$ cat src/rtl/snake_pkg.sv
// rtl/snake_pkg.sv - shared snake encodings and default grid constants
// Purpose: direction and FSM encodings plus default grid/length constants
//          shared by the move controller, renderer and food logic.
// Ports:   none (package)
package snake_pkg;

  localparam int GRID_W_DEF  = 32;
  localparam int GRID_H_DEF  = 24;
  localparam int MAX_LEN_DEF = 16;

  typedef enum logic [1:0] {
    RIGHT = 2'b00,
    LEFT  = 2'b01,
    UP    = 2'b10,
    DOWN  = 2'b11
  } dir_t;

  typedef enum logic [1:0] {
    ST_IDLE = 2'b00,
    ST_RUN  = 2'b01,
    ST_OVER = 2'b10
  } state_t;

  // Opposite directions differ only in bit 0 with this encoding.
  function automatic dir_t reverse_of(input dir_t d);
    return dir_t'(d ^ 2'b01);
  endfunction

endpackage

$ cat src/rtl/snake_dir_latch.sv
// rtl/snake_dir_latch.sv - button decode, reverse rejection, direction registers
// Purpose: decodes the level button requests (up > down > left > right),
//          drops a request that would reverse the snake, and holds the
//          pending and committed directions.
// Ports:   clk, reset           - clock, async active-high reset
//          btn_up/down/left/right - level direction requests
//          enable               - allow pending_dir updates (IDLE/RUN)
//          commit               - a move is committed this cycle
//          press                - any button is high
//          pending_dir          - direction used by the next move
//          dir                  - committed direction
module snake_dir_latch
  import snake_pkg::*;
(
  input  logic clk,
  input  logic reset,
  input  logic btn_up,
  input  logic btn_down,
  input  logic btn_left,
  input  logic btn_right,
  input  logic enable,
  input  logic commit,
  output logic press,
  output dir_t pending_dir,
  output dir_t dir
);

  dir_t req;
  dir_t ref_dir;
  logic accept;

  always_comb begin
    req = RIGHT;
    if (btn_up)
      req = UP;
    else if (btn_down)
      req = DOWN;
    else if (btn_left)
      req = LEFT;
    else
      req = RIGHT;
  end

  assign press = btn_up | btn_down | btn_left | btn_right;

  // On a commit cycle the direction about to become committed is the one a
  // new request must not reverse, otherwise a quick double press could fold
  // the head back into the neck.
  assign ref_dir = commit ? pending_dir : dir;
  assign accept  = enable && press && (req != reverse_of(ref_dir));

  always_ff @(posedge clk or posedge reset) begin
    if (reset) begin
      pending_dir <= RIGHT;
      dir         <= RIGHT;
    end else begin
      if (commit)
        dir <= pending_dir;
      if (accept)
        pending_dir <= req;
    end
  end

endmodule

$ cat src/rtl/snake_move_ctrl.sv
// rtl/snake_move_ctrl.sv - snake movement, growth and collision controller
// Purpose: advances the snake one cell per update_clk tick, keeps the segment
//          history, handles growth and detects self/wall collisions.
// Config:  SNAKE_WRAP_EN defined   -> edges wrap around the grid
//          SNAKE_WRAP_EN undefined -> moving off an edge ends the game
// Ports:   clk, reset        - clock, async active-high reset
//          update_clk        - one-cycle move tick
//          btn_up/down/left/right - level direction requests
//          grow              - pulse, lengthen on the next move
//          seg_idx           - segment read index (0 = head)
//          seg_x, seg_y      - combinational read of segment seg_idx
//          head_x, head_y    - current head position
//          dir               - committed direction
//          length            - live segment count
//          moved             - one-cycle pulse after a committed move
//          game_over         - high in OVER
module snake_move_ctrl
  import snake_pkg::*;
#(
  parameter  int GRID_W  = GRID_W_DEF,
  parameter  int GRID_H  = GRID_H_DEF,
  parameter  int MAX_LEN = MAX_LEN_DEF,
  parameter  int START_X = 16,
  parameter  int START_Y = 12,
  localparam int XW = $clog2(GRID_W),
  localparam int YW = $clog2(GRID_H),
  localparam int LW = $clog2(MAX_LEN + 1),
  localparam int IW = $clog2(MAX_LEN)
) (
  input  logic          clk,
  input  logic          reset,
  input  logic          update_clk,
  input  logic          btn_up,
  input  logic          btn_down,
  input  logic          btn_left,
  input  logic          btn_right,
  input  logic          grow,
  input  logic [IW-1:0] seg_idx,
  output logic [XW-1:0] seg_x,
  output logic [YW-1:0] seg_y,
  output logic [XW-1:0] head_x,
  output logic [YW-1:0] head_y,
  output logic [1:0]    dir,
  output logic [LW-1:0] length,
  output logic          moved,
  output logic          game_over
);

  state_t        state, state_nx;
  logic [XW-1:0] segs_x [MAX_LEN];
  logic [YW-1:0] segs_y [MAX_LEN];
  logic [LW-1:0] len_q;
  logic          grow_pend;
  logic          moved_q;

  dir_t          pending_dir;
  dir_t          dir_q;
  logic          press;

  logic          tick_run;
  logic          grow_eff;
  logic [XW-1:0] nx_x;
  logic [YW-1:0] nx_y;
  logic          wall;
  logic          self_hit;
  logic          hit;
  logic          do_move;
  logic [LW-1:0] cmp_cnt;

  snake_dir_latch u_dir_latch (
    .clk         (clk),
    .reset       (reset),
    .btn_up      (btn_up),
    .btn_down    (btn_down),
    .btn_left    (btn_left),
    .btn_right   (btn_right),
    .enable      (state != ST_OVER),
    .commit      (do_move),
    .press       (press),
    .pending_dir (pending_dir),
    .dir         (dir_q)
  );

  assign tick_run = (state == ST_RUN) && update_clk;
  // A grow arriving with the tick counts for that tick.
  assign grow_eff = (grow_pend || grow) && (len_q != LW'(MAX_LEN));

  // Next head position from the pending direction.
  always_comb begin
    nx_x = segs_x[0];
    nx_y = segs_y[0];
    wall = 1'b0;
    case (pending_dir)
      RIGHT: begin
        if (segs_x[0] == XW'(GRID_W - 1)) begin
`ifdef SNAKE_WRAP_EN
          nx_x = '0;
`else
          wall = 1'b1;
`endif
        end else begin
          nx_x = segs_x[0] + XW'(1);
        end
      end
      LEFT: begin
        if (segs_x[0] == '0) begin
`ifdef SNAKE_WRAP_EN
          nx_x = XW'(GRID_W - 1);
`else
          wall = 1'b1;
`endif
        end else begin
          nx_x = segs_x[0] - XW'(1);
        end
      end
      UP: begin
        if (segs_y[0] == '0) begin
`ifdef SNAKE_WRAP_EN
          nx_y = YW'(GRID_H - 1);
`else
          wall = 1'b1;
`endif
        end else begin
          nx_y = segs_y[0] - YW'(1);
        end
      end
      default: begin
        if (segs_y[0] == YW'(GRID_H - 1)) begin
`ifdef SNAKE_WRAP_EN
          nx_y = '0;
`else
          wall = 1'b1;
`endif
        end else begin
          nx_y = segs_y[0] + YW'(1);
        end
      end
    endcase
  end

  // The tail cell vacates on a plain move, so it is only a hazard when the
  // snake grows on this tick.
  always_comb begin
    self_hit = 1'b0;
    cmp_cnt  = grow_eff ? len_q : len_q - LW'(1);
    for (int i = 0; i < MAX_LEN; i++) begin
      if ((LW'(i) < cmp_cnt) && (segs_x[i] == nx_x) && (segs_y[i] == nx_y))
        self_hit = 1'b1;
    end
  end

  assign hit     = wall || self_hit;
  assign do_move = tick_run && !hit;

  always_ff @(posedge clk or posedge reset) begin
    if (reset)
      state <= ST_IDLE;
    else
      state <= state_nx;
  end

  always_comb begin
    state_nx = state;
    case (state)
      ST_IDLE: if (press) state_nx = ST_RUN;
      ST_RUN:  if (tick_run && hit) state_nx = ST_OVER;
      ST_OVER: state_nx = ST_OVER;
      default: state_nx = ST_IDLE;
    endcase
  end

  always_ff @(posedge clk or posedge reset) begin
    if (reset) begin
      for (int i = 0; i < MAX_LEN; i++) begin
        segs_x[i] <= (i < 3) ? XW'(START_X - i) : '0;
        segs_y[i] <= (i < 3) ? YW'(START_Y) : '0;
      end
      len_q     <= LW'(3);
      grow_pend <= 1'b0;
      moved_q   <= 1'b0;
    end else begin
      moved_q <= do_move;
      if (do_move) begin
        for (int i = MAX_LEN - 1; i > 0; i--) begin
          segs_x[i] <= segs_x[i-1];
          segs_y[i] <= segs_y[i-1];
        end
        segs_x[0] <= nx_x;
        segs_y[0] <= nx_y;
        if (grow_eff)
          len_q <= len_q + LW'(1);
        grow_pend <= 1'b0;
      end else if (grow && (state != ST_OVER)) begin
        grow_pend <= 1'b1;
      end
    end
  end

  assign seg_x     = (int'(seg_idx) < MAX_LEN) ? segs_x[seg_idx] : '0;
  assign seg_y     = (int'(seg_idx) < MAX_LEN) ? segs_y[seg_idx] : '0;
  assign head_x    = segs_x[0];
  assign head_y    = segs_y[0];
  assign dir       = dir_q;
  assign length    = len_q;
  assign moved     = moved_q;
  assign game_over = (state == ST_OVER);

endmodule
$ cat config.mk
export PLATFORM = sky130hd
export DESIGN_NAME = snake_move_ctrl
export DESIGN_NICKNAME = d
export VERILOG_FILES = /design/src/rtl/snake_pkg.sv /design/src/rtl/snake_dir_latch.sv /design/src/rtl/snake_move_ctrl.sv
export SDC_FILE = /design/constraint.sdc
export NUM_CORES = 1
export LEC_CHECK = 0
export CAP_MARGIN = 5
export CORE_AREA = 2 2 190 192
export DETAILED_ROUTE_END_ITERATION = 12
export DIE_AREA = 0 0 192 194
export PLACE_DENSITY_LB_ADDON = 0.05
export SLEW_MARGIN = 10
export SYNTH_ARGS = -nofsm -noshare
export SYNTH_HDL_FRONTEND = slang
export SYNTH_HIERARCHICAL = 1
export SYNTH_SLANG_ARGS = --single-unit
export TNS_END_PERCENT = 100
$ cat constraint.sdc
create_clock -name clk -period 7.8 [get_ports clk]
set_clock_uncertainty 0.2 [all_clocks]
set_input_delay 1.17 -clock clk [delete_from_list [all_inputs] [get_ports clk]]
set_output_delay 1.17 -clock clk [all_outputs]
set_load 0.02 [all_outputs]
After elaboration in Yosys (flattened, before gate mapping)
Index checks and enable logic that the tools add are counted.
Word-level totals
  RAM bits: 0
  output and inout bits: 29
  bits in latches: 0
  input bits: 12
  logic and storage cells: 202
  bits in read-only memories: 0
  bits in registers: 173
  memories kept: 0
Cells by class
  add/subtract/negate cells: 6
  shift-type cells: 0
  eq/ne operators: 43
  mux-type cells: 43
  multiply operators: 0
  bitwise operators: 5
  $lt $le $gt $ge: 17
  reduce and logical (&&, ||, !) cells: 50
  div/mod/pow operators: 0
Operators with widths (count)
  equality test 5 bit: 32
  2-to-1 mux 5 bit: 9
  binary-select mux 5 bit (select 4 bit): 2
  less-than comparator 4 x 5 -> 1 bit, first input constant: 8
  logical AND 1 bit: 39
  2-to-1 mux 1 bit: 23
  less-than comparator 3 x 5 -> 1 bit, first input constant: 4
  one-hot mux 5 bit (2 select lines): 2
  adder 5 x 1 -> 5 bit, second input constant: 3
  subtractor 5 x 1 -> 5 bit, second input constant: 3
  equality test 5 bit, second input constant: 2
  zero test 5 bit: 2
  less-than comparator 1 x 5 -> 1 bit, first input constant: 2
  less-than comparator 2 x 5 -> 1 bit, first input constant: 2
  2-to-1 mux 2 bit: 5
  one-hot mux 2 bit (3 select lines): 1
  >= comparator 5 bit, second input constant: 1
  inequality test 5 bit, second input constant: 1
  NOT 4 -> 5 bit: 1
  equality test 2 x 1 -> 1 bit, second input constant: 2
  equality test 2 bit, second input constant: 2
  zero test 2 bit: 2
  inequality test 2 x 1 -> 1 bit, second input constant: 2
  AND reduction 2 bit: 2
  other kinds (9): 12

Logic depth before layout (Yosys ltp)
  word-level depth: 29
  gate-level depth with buffers: 23
  mapped depth without buffers: 16

Cells and area by module
Netlist, hierarchy kept.
Modules (own cells, without submodules)
  snake_move_ctrl: area each 11935.2 µm², cells each 1066, times used 1, sequential area each 4249.1 µm²
  snake_dir_latch: area each 239.0 µm², cells each 26, times used 1, sequential area each 100.1 µm²

Worst setup path after synthesis
Ideal clock, no wire load.
  path type: flip-flop to flip-flop
  start: reg segs_x, in the netlist head_x[0]
  end: reg u_dir_latch.pending_dir[0]
  arrival: 4642 ps
  path buffers: 6
  setup time: 77 ps
  data required time: 7523 ps
  cell stages (with the launch flop): 23
  slack: 2881 ps
  clock period less this slack: 4919 ps
  path through: dfrtp_1 > buf_2 > buf_1 > inv_1 > ha_1 > or4b_1 > buf_2 > a32oi_1 > nor2_1 > a2111oi_0 > nand4_1 > or4_1 > nand4_1 > and4bb_1 > buf_4 > nand3_4 > buf_4 > buf_6 > inv_1 > mux2i_2 > xnor2_1 > a211o_1 > a21oi_1
On the way
  cells in the longest elaborated chain, start to end: 29
  elaborated cells on any way between the ends: 81
  classes of those cells: add/sub: 2; eq/ne: 18; mux: 23; bitwise: 1; reduce/logical: 37
RTL lines
  start: declaration: line snake_move_ctrl.sv:50  | logic [XW-1:0] segs_x [MAX_LEN];
  start signal: indexed assignment: line snake_move_ctrl.sv:175  | segs_x[i] <= (i < 3) ? XW'(START_X - i) : '0;
  start signal: indexed assignment: line snake_move_ctrl.sv:185  | segs_x[i] <= segs_x[i-1];
  subtractor 5 x 1 -> 5 bit (tied with other cells): line snake_move_ctrl.sv:113  | nx_x = segs_x[0] - XW'(1);
  2-to-1 mux 5 bit (on tied branches): line snake_move_ctrl.sv:106, snake_move_ctrl.sv:95
  one-hot mux 5 bit (2 select lines): line snake_move_ctrl.sv:93  | case (pending_dir)
  equality test 5 bit: line snake_move_ctrl.sv:147  | if ((LW'(i) < cmp_cnt) && (segs_x[i] == nx_x) && (segs_y[i] == nx_y))
  logical AND 1 bit (2 in series): line snake_move_ctrl.sv:147
  2-to-1 mux 1 bit (16 in series): line snake_move_ctrl.sv:147
  logical OR 1 bit (*): line snake_move_ctrl.sv:152  | assign hit = wall || self_hit;
  zero test 1 bit (*): line snake_move_ctrl.sv:153  | assign do_move = tick_run && !hit;
  logical AND 1 bit (*): line snake_move_ctrl.sv:153
  net do_move: line snake_move_ctrl.sv:67  | logic do_move;
  2-to-1 mux 2 bit (*): line snake_dir_latch.sv:49  | assign ref_dir = commit ? pending_dir : dir;
  NOT 1 bit (no source line)
  inequality test 2 bit (*): line snake_dir_latch.sv:50  | assign accept = enable && press && (req != reverse_of(ref_dir));
  logical AND 1 bit (*): line snake_dir_latch.sv:50
  end signal: assignment: line snake_dir_latch.sv:60  | pending_dir <= req;
  end: declaration: line snake_dir_latch.sv:24  | output dir_t pending_dir,
Mark *: on every way through the listed nets, which the timed path passes. The rest lies on a longest branch.
A chain may end at the register's enable or synchronous reset.

Worst setup path in the final report
  start: reg segs_x, in the netlist head_x[1]
  end: reg u_dir_latch.pending_dir[0]
The elaborated chain is that of the path after synthesis.

==> results by group <==
Power
  – Peak supply drop: 0.175 mV
  – Overall power: 5.74 mW
  – Leakage component of the power: approximately 5.5 nW
  – Power per standard cell area: roughly 430 nW/µm²

STA
  – Setup TNS: 0 ns
  – Worst hold slack after final layout: 0.340 ns
  – Final cycle utilization of the critical path: 0.827
  – Slew headroom: 0.237
  – Clock period minus final worst setup slack: 6.45 ns
  – Setup repair after global routing missed its margin: no
  – Worst setup margin: approximately 1.3 ns
  – Count of final setup violators: 0
  – Maximum frequency from static timing analysis: 155 MHz
  – Pins Over Slew Limit: 0
  – Final-report hold violation count: 0
  – Slew of the pin with the lowest slew margin: 1.14 ns

Synthesis
  – Cell area after synthesis: 12200 µm²
  – Top post-synthesis cells by count: 157 x dfrtp_1, 100 x mux2_1, 67 x xnor2_1, 51 x mux2_2, 50 x mux4_2
  – Portion of the post-synthesis area used by sequential elements: 0.357
  – Largest cells by area after synthesis: dfrtp_1 32%, mux2_1 9.2%, mux4_2 9.2%
  – Post-Syn Instances: 1092
  – Ys Warns: 6
  – Number of enable flip-flop cells after synthesis: 0
  – Share of flip-flops with an asynchronous set or reset after synthesis: 1.00
  – Cell variety after synth: 92
  – Syn avg cell area: 11.1 µm²
  – Flops & latches, synth: about 170
  – Commonest register cell after synthesis: dfrtp_1
  – Synth area leader: dfrtp_1
  – Syn Nets: 1114
  – Cell with the most instances after synthesis: dfrtp_1
  – Area share of the largest cell type after synthesis: 0.323

CTS
  – Resize count post-CTS: 0
  – Register clock-pin slew on the reported worst setup and hold paths: 0.07 ns
  – H-tree Lvls: 4
  – Cell at the root of the clock tree: clkbuf_16
  – Total setup buffers inserted after CTS: 0
  – Worst-skew pair later-pin latency: 0.47 ns
  – Clock tree sinks: 173
  – CTS tree: done
  – Total CTS buffers: 17
  – Cts hold-fix bufs: 0
  – Clock buffer depth: 2

Setup path
  – Cell family with the largest share of critical-path delay: compound AO/OA/AOI/OAI gates
  – Signal arrival time at the worst endpoint: approximately 6.6 ns
  – Critical path's largest stage delay: 1.00 ns
  – CP bufs+invs: 4
  – Critical path's slowest cell: a2111oi_1
  – Crit path required time: 7.99 ns
  – Nature of the critical path startpoint: flop
  – Biggest fanout along the worst timing path: 34
  – Critical-path cell list: buf_4 -> inv_1 -> ha_1 -> nand2b_1 -> o31ai_2 -> and2_0 -> buf_4 -> xnor2_1 -> a2111oi_1 -> nand3_1 -> o311ai_2 -> nor3_2 -> nand3_4 -> inv_1 -> mux2i_2 -> xnor2_1 -> a211o_1 -> a21oi_1
  – Crit. End Element: flop
  – Classification of the worst setup path: flop to flop

Route
  – Final routed wirelength across all metal layers: approximately 46000 µm
  – Via count normalized by instance count: about 6.1
  – Starting DRC count in detailed routing: 867
  – Detailed Routing Iterations Pass 1: 5
  – Number of design rule violations left after detail routing: 0
  – Number of vias after detailed routing: 9513
  – Average wire length per cell after detail routing: 29.2 µm
  – Post-detailed-route count of antenna-violating nets: 0

GRT
  – Vias in the first global route: 9382
  – Antenna violations before repair: 1
  – All-layer global routing usage: 0.250
  – Overall overflow remaining after global route: 0
  – Largest net degree at the start of global routing: 87
  – Wire length of the first global-routing pass: 67000 µm

Cells and area
  – Fin cells: 1560
  – Final instance area: 13400 µm²
  – Share of cells above drive strength 1: 0.186
  – Total of fill cells in the finished design: around 3.5k
  – Finished Core Util: 0.381
  – Antenna fix cells: 0
  – Synthesis-to-finish area growth: 10.2%
  – Number of nets in the layout: 1108

Placed design
  – IO buf count: 40
  – Number of cells in the design after placement: 1528
  – Setup Slack @ Placement: 1.13 ns
  – Placed cell area: 12800 µm²
  – HPWL after detailed placement: ~34000 µm
  – RD Place Congestion: between 0.9 and 1

Floorplan
  – Die extent in x: 192 µm
  – Total I/O pin count: 41
  – Height of the die: ~190 µm
  – Effective utilization at floorplan: 0.346
  – Total core area: 35200 µm²
  – Floorplan die area: 37200 µm²
  – Standard-cell rows: 69

Min path
  – Hold/Removal Path Class: flop to flop

Status
  – Status: finished, final reports clean

Flow run
  – Count of max-cap constraint violations: 0
## flip-flops by register name, summed over array words and instances, names as in the netlist
register,count
head_x,5
state,2
u_dir_latch/pending_dir,2
segs_y,75
u_dir_latch/dir,2
length,5
segs_x,75
grow_pend,1
moved,1
head_y,5
## layout by cell type, fill, tap and decap left out, types with 12 or more instances in the layout
master and instances:
o21ai_0 38, nand3_1 28, xor2_1 27, mux4_2 50, o211ai_1 12, nand2_1 44
nor2_1 32, a21oi_1 25, dfrtp_1 157, dfstp_2 16, mux2_2 51, clkbuf_16 17
buf_4 24, xnor2_1 67, inv_1 36, mux2i_1 13, mux2_1 100, nand4_1 17
nor3_1 29, o2111ai_1 14, clkdlybuf4s50_1 38
## where the power goes
part           switching, mW  total (mW)  internal [mW]
Clock                  0.403       0.975          0.573
Sequential             0.565        1.76           1.19
Combinational           1.78        3.01           1.24
## final timing paths
path / end / start / depth (start not counted) / slack [ns]
max reg2reg: u_dir_latch/pending_dir[0]$_DFFE_PP0P_ / head_x[1]$_DFFE_PP0P_ / 18 / 1.35
max in group asynchronous: segs_x[27]$_DFFE_PP0P_ / reset / 3 / 5.29
max: u_dir_latch/pending_dir[0]$_DFFE_PP0P_ / head_x[1]$_DFFE_PP0P_ / 18 / 1.35
min in group asynchronous: u_dir_latch/pending_dir[1]$_DFFE_PP0P_ / reset / 2 / 0.82
min: state[0]$_DFFE_PP0P_ / state[0]$_DFFE_PP0P_ / 1 / 0.34
min reg2reg: state[0]$_DFFE_PP0P_ / state[0]$_DFFE_PP0P_ / 1 / 0.34
## kinds of logic after synthesis
logic type | synth area share
AO/OA/AOI/OAI | 0.133
XOR/XNOR | 0.0769
adder cells (fa/ha/maj) | 0.0103
buffers and inverters | 0.0591
flip-flops | 0.357
multiplexers | 0.244
AND/OR/NAND/NOR | 0.119
## per-layer routing
layer	routed length [µm]	share of wire	global-route usage	vias up
li1	-	-	-	4160
met1	21300	0.47	0.360	4944
met2	20100	0.44	0.371	338
met3	2490	0.055	0.0445	71
met4	1600	0.035	0.0936	0
met5	0	0	0	-
## area by class of cell
| class | instances | area (µm²) | share of cell area |
|---|---|---|---|
| Tap cell | 461 | 577 | 0.0430 |
| Clock inverter | 13 | 215 | 0.0160 |
| Clock buffer | 19 | 433 | 0.0323 |
| Inverter | 37 | 144 | 0.0107 |
| Timing Repair Buffer | 65 | 591 | 0.0440 |
| Multi-Input combinational cell | 792 | 7110 | 0.530 |
| Sequential cell | 173 | 4350 | 0.324 |
Power figures use the tool's default switching activity.
